===== config.mk =====
export PLATFORM = sky130hd
export DESIGN_NAME = pattern_detector
export DESIGN_NICKNAME = d
export VERILOG_FILES = /design/src/rtl/pattern_detector_pkg.sv /design/src/rtl/pattern_detector_sat_counter.sv /design/src/rtl/pattern_detector.sv
export SDC_FILE = /design/constraint.sdc
export NUM_CORES = 1
export LEC_CHECK = 0
export BUFFER_PORTS_ARGS = -buffer_cell sky130_fd_sc_hd__buf_2
export CORE_MARGIN = 10
export CORE_UTILIZATION = 35
export DETAILED_ROUTE_END_ITERATION = 10
export PLACE_DENSITY_LB_ADDON = 0.05
export SYNTH_ARGS = -nofsm -noshare
export SYNTH_HDL_FRONTEND = slang
export SYNTH_HIERARCHICAL = 1
export SYNTH_SLANG_ARGS = --single-unit

===== constraint.sdc =====
create_clock -name clk -period 5.2 [get_ports clk]
set_input_delay 0.78 -clock clk [delete_from_list [all_inputs] [get_ports clk]]
set_output_delay 0.78 -clock clk [all_outputs]
set_load 0.005 [all_outputs]

===== src/rtl/pattern_detector_pkg.sv =====
// Shared definitions for the serial pattern detector.
//   MODE_*  : encodings for cfg_overlap
//   fill_w  : width of the history fill counter for a given pattern length
package pattern_detector_pkg;

    localparam logic MODE_NONOVERLAP = 1'b0;
    localparam logic MODE_OVERLAP    = 1'b1;

    // fill counts 0..pat_len inclusive
    function automatic int fill_w(input int pat_len);
        return $clog2(pat_len + 1);
    endfunction

endpackage


===== src/rtl/pattern_detector_sat_counter.sv =====
// Saturating up-counter.
//   clk, rst (async, active low), clr (sync clear, wins over inc), inc
//   cnt : current count, stops at all ones
//   sat : registered flag, 1 while cnt is all ones
module sat_counter #(
    parameter int W = 8
) (
    input  logic         clk,
    input  logic         rst,
    input  logic         clr,
    input  logic         inc,
    output logic [W-1:0] cnt,
    output logic         sat
);

    logic [W-1:0] cnt_n;

    always_comb begin
        cnt_n = cnt;
        if (clr)
            cnt_n = '0;
        else if (inc && !(&cnt))
            cnt_n = cnt + W'(1);
    end

    // sat is derived from the next count so it lines up with cnt
    always_ff @(posedge clk or negedge rst) begin
        if (!rst) begin
            cnt <= '0;
            sat <= 1'b0;
        end else begin
            cnt <= cnt_n;
            sat <= &cnt_n;
        end
    end

endmodule


===== src/rtl/pattern_detector.sv =====
// Serial bit-pattern detector with per-bit don't-care mask.
//   clk, rst (async, active low), clr (sync clear, wins over in_valid)
//   In, in_valid             : serial stream and its qualifier
//   cfg_pattern, cfg_mask    : target pattern ([PAT_LEN-1] oldest) and compare mask
//   cfg_overlap              : 1 = overlapping, 0 = non-overlapping detection
//   Out                      : registered one-cycle match pulse
//   match_cnt, cnt_sat       : saturating match count and its saturation flag
module pattern_detector
    import pattern_detector_pkg::*;
#(
    parameter int PAT_LEN = 4,
    parameter int CNT_W   = 8
) (
    input  logic               clk,
    input  logic               rst,
    input  logic               clr,
    input  logic               In,
    input  logic               in_valid,
    input  logic [PAT_LEN-1:0] cfg_pattern,
    input  logic [PAT_LEN-1:0] cfg_mask,
    input  logic               cfg_overlap,
    output logic               Out,
    output logic [CNT_W-1:0]   match_cnt,
    output logic               cnt_sat
);

    localparam int            FW   = fill_w(PAT_LEN);
    localparam logic [FW-1:0] FULL = FW'(PAT_LEN);

    logic [PAT_LEN-1:0] hist, hist_n;
    logic [FW-1:0]      fill, fill_inc, fill_n;
    logic               hit;

    always_comb begin
        hist_n   = hist;
        fill_inc = fill;
        fill_n   = fill;
        hit      = 1'b0;
        if (in_valid) begin
            hist_n   = {hist[PAT_LEN-2:0], In};
            fill_inc = (fill == FULL) ? FULL : fill + FW'(1);
            fill_n   = fill_inc;
            // a full window is required even if the mask ignores every bit
            hit = (fill_inc == FULL) &&
                  (((hist_n ^ cfg_pattern) & cfg_mask) == '0);
            // non-overlap: the matched bits may not be reused
            if (hit && cfg_overlap == MODE_NONOVERLAP)
                fill_n = '0;
        end
    end

    always_ff @(posedge clk or negedge rst) begin
        if (!rst) begin
            hist <= '0;
            fill <= '0;
            Out  <= 1'b0;
        end else if (clr) begin
            hist <= '0;
            fill <= '0;
            Out  <= 1'b0;
        end else begin
            hist <= hist_n;
            fill <= fill_n;
            Out  <= hit;
        end
    end

    sat_counter #(.W(CNT_W)) u_cnt (
        .clk (clk),
        .rst (rst),
        .clr (clr),
        .inc (hit),
        .cnt (match_cnt),
        .sat (cnt_sat)
    );

endmodule

==> summary.txt, run 1 <==
Critical path
  • Arr. time, crit path: 2.82 ns
  • Worst path max stage delay: 0.57 ns
  • Crit path capture type: flip-flop
  • Worst-path fanout max: 6
  • CP max stage cell: nor3_1
  • Worst r2r src: fill[0]
  • WS Path Type: in2reg
  • R2R Setup Slk: 2.72 ns
  • Startpoint types: input pin
  • CP cell instances: buf_2 -> xor2_1 -> a22oi_1 -> nand2_1 -> nor3_1 -> and4_1 -> nand3_1 -> mux2i_1 -> nor4_2
  • Worst r2r path cells: 8
  • Critical path destination: u_cnt/sat
  • Worst Setup SP: cfg_pattern[3]
  • Req. time, crit path: 5.40 ns
  • R2R Path End: u_cnt/sat

Logic synthesis
  • Synth top area share: 0.4178
  • Register area share after synthesis: 0.4178
  • Synthesized Nets: 111
  • Syn Area/Cell: 10.20 um^2
  • Most numerous cell in the Yosys netlist: dfrtp_1
  • Post-synth EDFFs: 0
  • Register bit total from synthesis: 16
  • Post-synth top flop: dfrtp_1
  • Synth area leaders: dfrtp_1 (42%), mux2i_1 (6.3%), xor2_1 (5.5%)
  • Largest area contributor in the synthesized netlist: dfrtp_1
  • Yosys warns: 6
  • Synth cell count leaders: dfrtp_1 (16), nor2_1 (12)
  • Synth async-reset ratio: 1.000
  • Cell variety after synth: 33
  • Cell Area, Synth: 958.4 um^2
  • Synth Instances: 94

Timing
  • RSZ-0062 raised after global routing: false
  • Setup TNS: 0 ns
  • Worst slew pin tran: 0.6419 ns
  • Final hold vios: 0
  • Clock Skew: 0.005184 ns
  • Final Cycle Share: 0.5052
  • Rel. slew slack: 0.5688
  • Pins Over Slew Limit: 0
  • Fmax: 380.7 MHz
  • Crit path time final: 2.627 ns
  • Setup violations, final: 0

GRT
  • Initial antenna violation count: 0
  • Largest net degree at the start of global routing: 17
  • Global-route wire length before repair: 3732 um
  • Total track usage: 0.08780
  • Vias in the first global route: 809
  • GR Overflow Total: 0

Final layout
  • Share of cells above drive strength 1: 0.2966
  • Register Area: 400.4 um^2
  • Post-layout util: 0.4351
  • Area of the multi-input gates: 506.7 um^2
  • Final-layout fill cell count: 269
  • Area growth, synth to finish: 15.54%
  • Nets: 136
  • ANT cells: 0

Drt
  • 1st-iter DRT viols: 84
  • Vias per cell: 5.250
  • DRC viols: 0
  • Drt wl/cell: 15.03 um
  • Vias: 777
  • Post-Route WL: 2224 um
  • Post-route ant nets: 0
  • Drt first pass iters: 4

Die
  • I/O Pins: 24
  • FP Rows: 18
  • CORE AREA: 2545 um^2
  • Die extent in y: 72.33 um
  • Die area: 5232 um^2
  • Initial core utilization: 0.3766
  • DIE WIDTH: 72.33 um

Pwr
  • Peak supply drop: 146.7 uV
  • Leakage power: 0.0005375 uW
  • Power Dens Cells: 211.9 nW/um^2

Clock tree
  • CTS Buffer Depth: 2
  • Worst-path clk slew: 0.10 ns
  • H-tree depth: 1
  • Cts repair resizes: 0
  • Clock latency on the worst-skew pair: 0.29 ns
  • # clock sinks: 16
  • Cts hold-fix bufs: 0
  • Total CTS buffers: 3
  • Clk root buf: clkbuf_4
  • TritonCTS clock tree: yes
  • Post-CTS setup buffers: 0

Placement
  • GP Congestion: 0.7722
  • Buffers on Ports: 23
  • HPWL Detailed: 1705 um

Status
  • Status: complete, no violations

Worst hold path
  • Hold crit path type: in2async

Run
  • Max cap viols: 0
==> critical path, delay by kind of cell <==
kind,cells,cell delay [ns]
compound gates,1,0.19
simple gates,5,1.44
mux,1,0.16
xor+xnor,1,0.15
buf+inv,1,0.10
==> stage by stage <==
| stage | total power [uW] | setup slack [ns] | cells | instance area [um^2] | hold slack [ns] |
|---|---|---|---|---|---|
| global placement | 154.8 | 2.353 | 144 | 1071 | 0.5332 |
| detailed placement | 155.3 | 2.273 | 144 | 1071 | 0.5427 |
| floorplan | 147.2 | 2.656 | 94 | 958.4 | 0.4844 |
| finish | 234.6 | 2.573 | 148 | 1107 | 0.3869 |
| CTS | 239.5 | 2.549 | 148 | 1107 | 0.3955 |
| global route | 249.0 | 2.332 | 148 | 1107 | 0.3982 |
==> kinds of logic (layout without fill, tap and decap cells) <==
| family | after synthesis | in the layout | synth area share |
|---|---|---|---|
| adder cells (fa/ha/maj) | 3 | 3 | 0.03917 |
| flip-flops | 16 | 16 | 0.4178 |
| multiplexers | 7 | 7 | 0.07441 |
| AO/OA/AOI/OAI | 16 | 16 | 0.1279 |
| XOR/XNOR | 6 | 6 | 0.05483 |
| AND/OR/NAND/NOR | 40 | 40 | 0.2324 |
| buffers and inverters | 6 | 30 | 0.05352 |
==> sequential cells by signal (all words and copies together), names as in the netlist <==
signal / count
u_cnt/cnt: 8
Out: 1
fill: 3
u_cnt/sat: 1
hist: 3
==> placed cells by master (no fill, tap or decap), types with 2 or more instances in the layout <==
cell type,netlist,routed
a211oi_2,2,2
mux2i_1,6,6
nand2_1,6,6
a22oi_1,2,2
o21a_1,2,2
nor2_1,12,12
nand4_1,2,2
xor2_1,6,6
and4_1,2,2
dfrtp_1,16,16
buf_2,0,23
nor3_1,6,6
a21oi_1,3,3
clkbuf_4,0,3
a31oi_1,2,2
inv_1,3,3
ha_1,3,3
nand3_1,4,4
==> worst min-delay path by stage <==
stage               startpoint  cells after the start  endpoint  slack, ns
global route               rst                      1   hist[0]       0.40
CTS                        rst                      1   fill[0]       0.40
floorplan                  rst                      0       Out       0.48
detailed placement     hist[2]                      2   hist[2]       0.54
finish                     rst                      1   fill[0]       0.39
global placement       hist[2]                      2   hist[2]       0.53
==> layer usage <==
| metal | vias up | GRT usage | wire [um] |
|---|---|---|---|
| met2 | 20 | 0.1370 | 1013 |
| met5 | - | 0 | 0 |
| met3 | 2 | 0.03673 | 129 |
| li1 | 394 | - | - |
| met1 | 361 | 0.1070 | 1061 |
| met4 | 0 | 0.02581 | 20 |
==> where the power goes <==
part	internal, uW	leakage [uW]	switching [uW]
Combinational	10.4	0.000295	13.4
Sequential	126	0.000221	1.92
Clock	42.6	0.0000210	39.8
==> cell type report <==
type	instances	share of cell area
sequential	16	0.3616
timing repair buffer	23	0.1040
inverter	3	0.01017
tap	30	0.03390
clock buffer	4	0.03277
multi-input combinational	72	0.4576
Power figures use the tool's default switching activity.
==> run 2, diff against run 1 <==
==> constraint.sdc (replaced) <==
create_clock -name clk -period 2.7 [get_ports clk]
set_input_delay 0.405 -clock clk [delete_from_list [all_inputs] [get_ports clk]]
set_output_delay 0.405 -clock clk [all_outputs]
set_load 0.005 [all_outputs]
==> run 2 against run 1 <==
Effect of this change: combinational power is 94% higher; clock skew is 0.0028 ns lower; global-route usage down 0.081 points; worst setup slack got worse by 2.0 ns; register-to-register slack lost 2.2 ns; power increased by 94%; wire length rose by 2.8%; sequential power is 93% higher; design area rose by 0.68%; critical path type is now reg2reg; critical endpoint unchanged.
==> summary.txt, run 2 (synthesized netlist as in run 1, its figures left out) <==
Drt
  • Drt first pass iters: 4
  • Vias: 780
  • Met3 WL: 125 um
  • Highest Signal Layer: met4
  • Drt wl/cell: 15.34 um
  • 1st-iter DRT viols: 62
  • Post-Route WL: 2286 um
  • Wire length on met2: 1059 um
  • DRC viols: 0
  • Met1 WL: 1091 um
  • Vias per cell: 5.235
  • Post-route ant nets: 0

Pwr
  • Leakage power: 0.0005430 uW
  • Power Dens Cells: 407.3 nW/um^2
  • Peak supply drop: 402.4 uV

Timing
  • Fmax: 459.6 MHz
  • Worst slew pin tran: 0.3770 ns
  • RSZ-0062 raised after global routing: false
  • Setup violations, final: 0
  • Pins Over Slew Limit: 0
  • Final hold vios: 0
  • Crit path time final: 2.176 ns
  • Worst hold slack: 0.01444 ns
  • Setup TNS: 0 ns
  • Clock Skew: 0.002357 ns
  • Rel. slew slack: 0.7487
  • Final Cycle Share: 0.8058

Critical path
  • WS Path Type: reg2reg
  • Req. time, crit path: 2.89 ns
  • Worst-path fanout max: 5
  • CP cell instances: ha_1 -> xor2_1 -> a21boi_1 -> nor3_1 -> buf_4 -> nand3_1 -> nor3_1 -> a211oi_2 -> nand3_1 -> nor4_2
  • Startpoint types: flip-flop
  • Family with the most delay on the worst path: simple AND/OR/NAND/NOR gates
  • Worst path max stage delay: 0.41 ns
  • Worst Path Buf+Inv: 1
  • CP max stage cell: dfrtp_1
  • Arr. time, crit path: 2.37 ns
  • Crit path capture type: flip-flop

Final layout
  • ANT cells: 0
  • Final-layout fill cell count: 260
  • Most common cell after layout, fill and taps aside: buf_2
  • Share of cells above drive strength 1: 0.3025
  • Commonest non-fill, non-tap cells in the layout: buf_2 (23), dfrtp_1 (16), nor2_1 (12)
  • Nets: 137
  • Register bank with the most flops: u_cnt/cnt
  • Max FFs per register: 8
  • Area growth, synth to finish: 16.32%
  • Regs by FF count: u_cnt/cnt x8, fill x3, hist x3

Clock tree
  • TritonCTS clock tree: yes
  • Total CTS buffers: 3
  • H-tree depth: 1
  • Cts hold-fix bufs: 0
  • CTS Buffer Depth: 2
  • Post-CTS setup buffers: 0
  • Clk root buf: clkbuf_4
  • # clock sinks: 16
  • Worst-path clk slew: 0.10 ns
  • Clock latency on the worst-skew pair: 0.29 ns
  • Cts repair resizes: 0

Die
  • Die area: 5232 um^2
  • DIE WIDTH: 72.33 um
  • CORE AREA: 2545 um^2
  • Initial core utilization: 0.3766
  • FP Rows: 18
  • I/O Pins: 24
  • Die extent in y: 72.33 um

GRT
  • Initial antenna violation count: 0
  • Total track usage: 0.08699
  • GR Overflow Total: 0
  • Largest net degree at the start of global routing: 17
  • Global-route wire length before repair: 3746 um
  • Vias in the first global route: 809

Placement
  • HPWL Detailed: 1732 um
  • Buffers on Ports: 23
  • GP Congestion: 0.8817

Run
  • Max cap viols: 0

Status
  • Status: complete, no violations

Worst hold path
  • Hold crit path type: in2async
## run 2: changes by cell type in the layout (fill, tap and decap cells not counted), sizes merged
cell  previous run  this run
buf             23        24
## run 2: power breakdown
group / switching [uW] / leakage [uW] / total, uW / internal, uW
registers: 3.63 / 0.000221 / 247 / 243
logic: 26.2 / 0.000301 / 46.2 / 20.0
clock network: 78.6 / 0.0000210 / 161 / 82.2
total: 108 / 0.000543 / 454 / 346
## run 2: cell type report
cell class | count | area (um^2) | share of cell area
clock buffers | 4 | 36.28 | 0.03255
multi-input cells | 72 | 506.7 | 0.4545
well taps | 30 | 37.54 | 0.03367
repair buffers | 24 | 122.6 | 0.1100
inverters | 3 | 11.26 | 0.01010
flip-flops and latches | 16 | 400.4 | 0.3591
## run 2: per-stage QoR
stage               power, uW    util  std cells  setup WS, ns  area (um^2)
CTS                     467.3  0.4381        149        0.5076         1115
global route            482.1  0.4381        149        0.2660         1115
global placement        298.5  0.4238        145        0.5078         1079
floorplan               283.5       -         94        0.5309        958.4
finish                  454.1  0.4381        149        0.5243         1115
detailed placement      299.2  0.4238        145        0.4520         1079
## run 2: worst reg2reg max path: stages (launching register included)
cell and delay (ns):
dfrtp_1 0.41, ha_1 0.24, xor2_1 0.15, a21boi_1 0.23
nor3_1 0.10, buf_4 0.16, nand3_1 0.10, nor3_1 0.06
a211oi_2 0.29, nand3_1 0.14, nor4_2 0.18
## run 2: path summary, 6_finish.rpt
kind / from / endpoint / slack, ns / cells past startpoint
max in group asynchronous: rst / u_cnt/sat / 2.41 / 1
setup / recovery: fill[0] / u_cnt/sat / 0.52 / 10
hold reg to reg: hist[2] / hist[2] / 0.57 / 2
hold / removal: rst / fill[0] / 0.01 / 1
setup reg to reg: fill[0] / u_cnt/sat / 0.52 / 10
min in group clk: In / hist[0] / 0.40 / 3
## run 2: per-layer routing
metal  up-vias  track usage
li1        397            -
met1       361       0.1126
met2        20       0.1322
met3         2      0.03946
met4         0      0.01075
met5         -            0
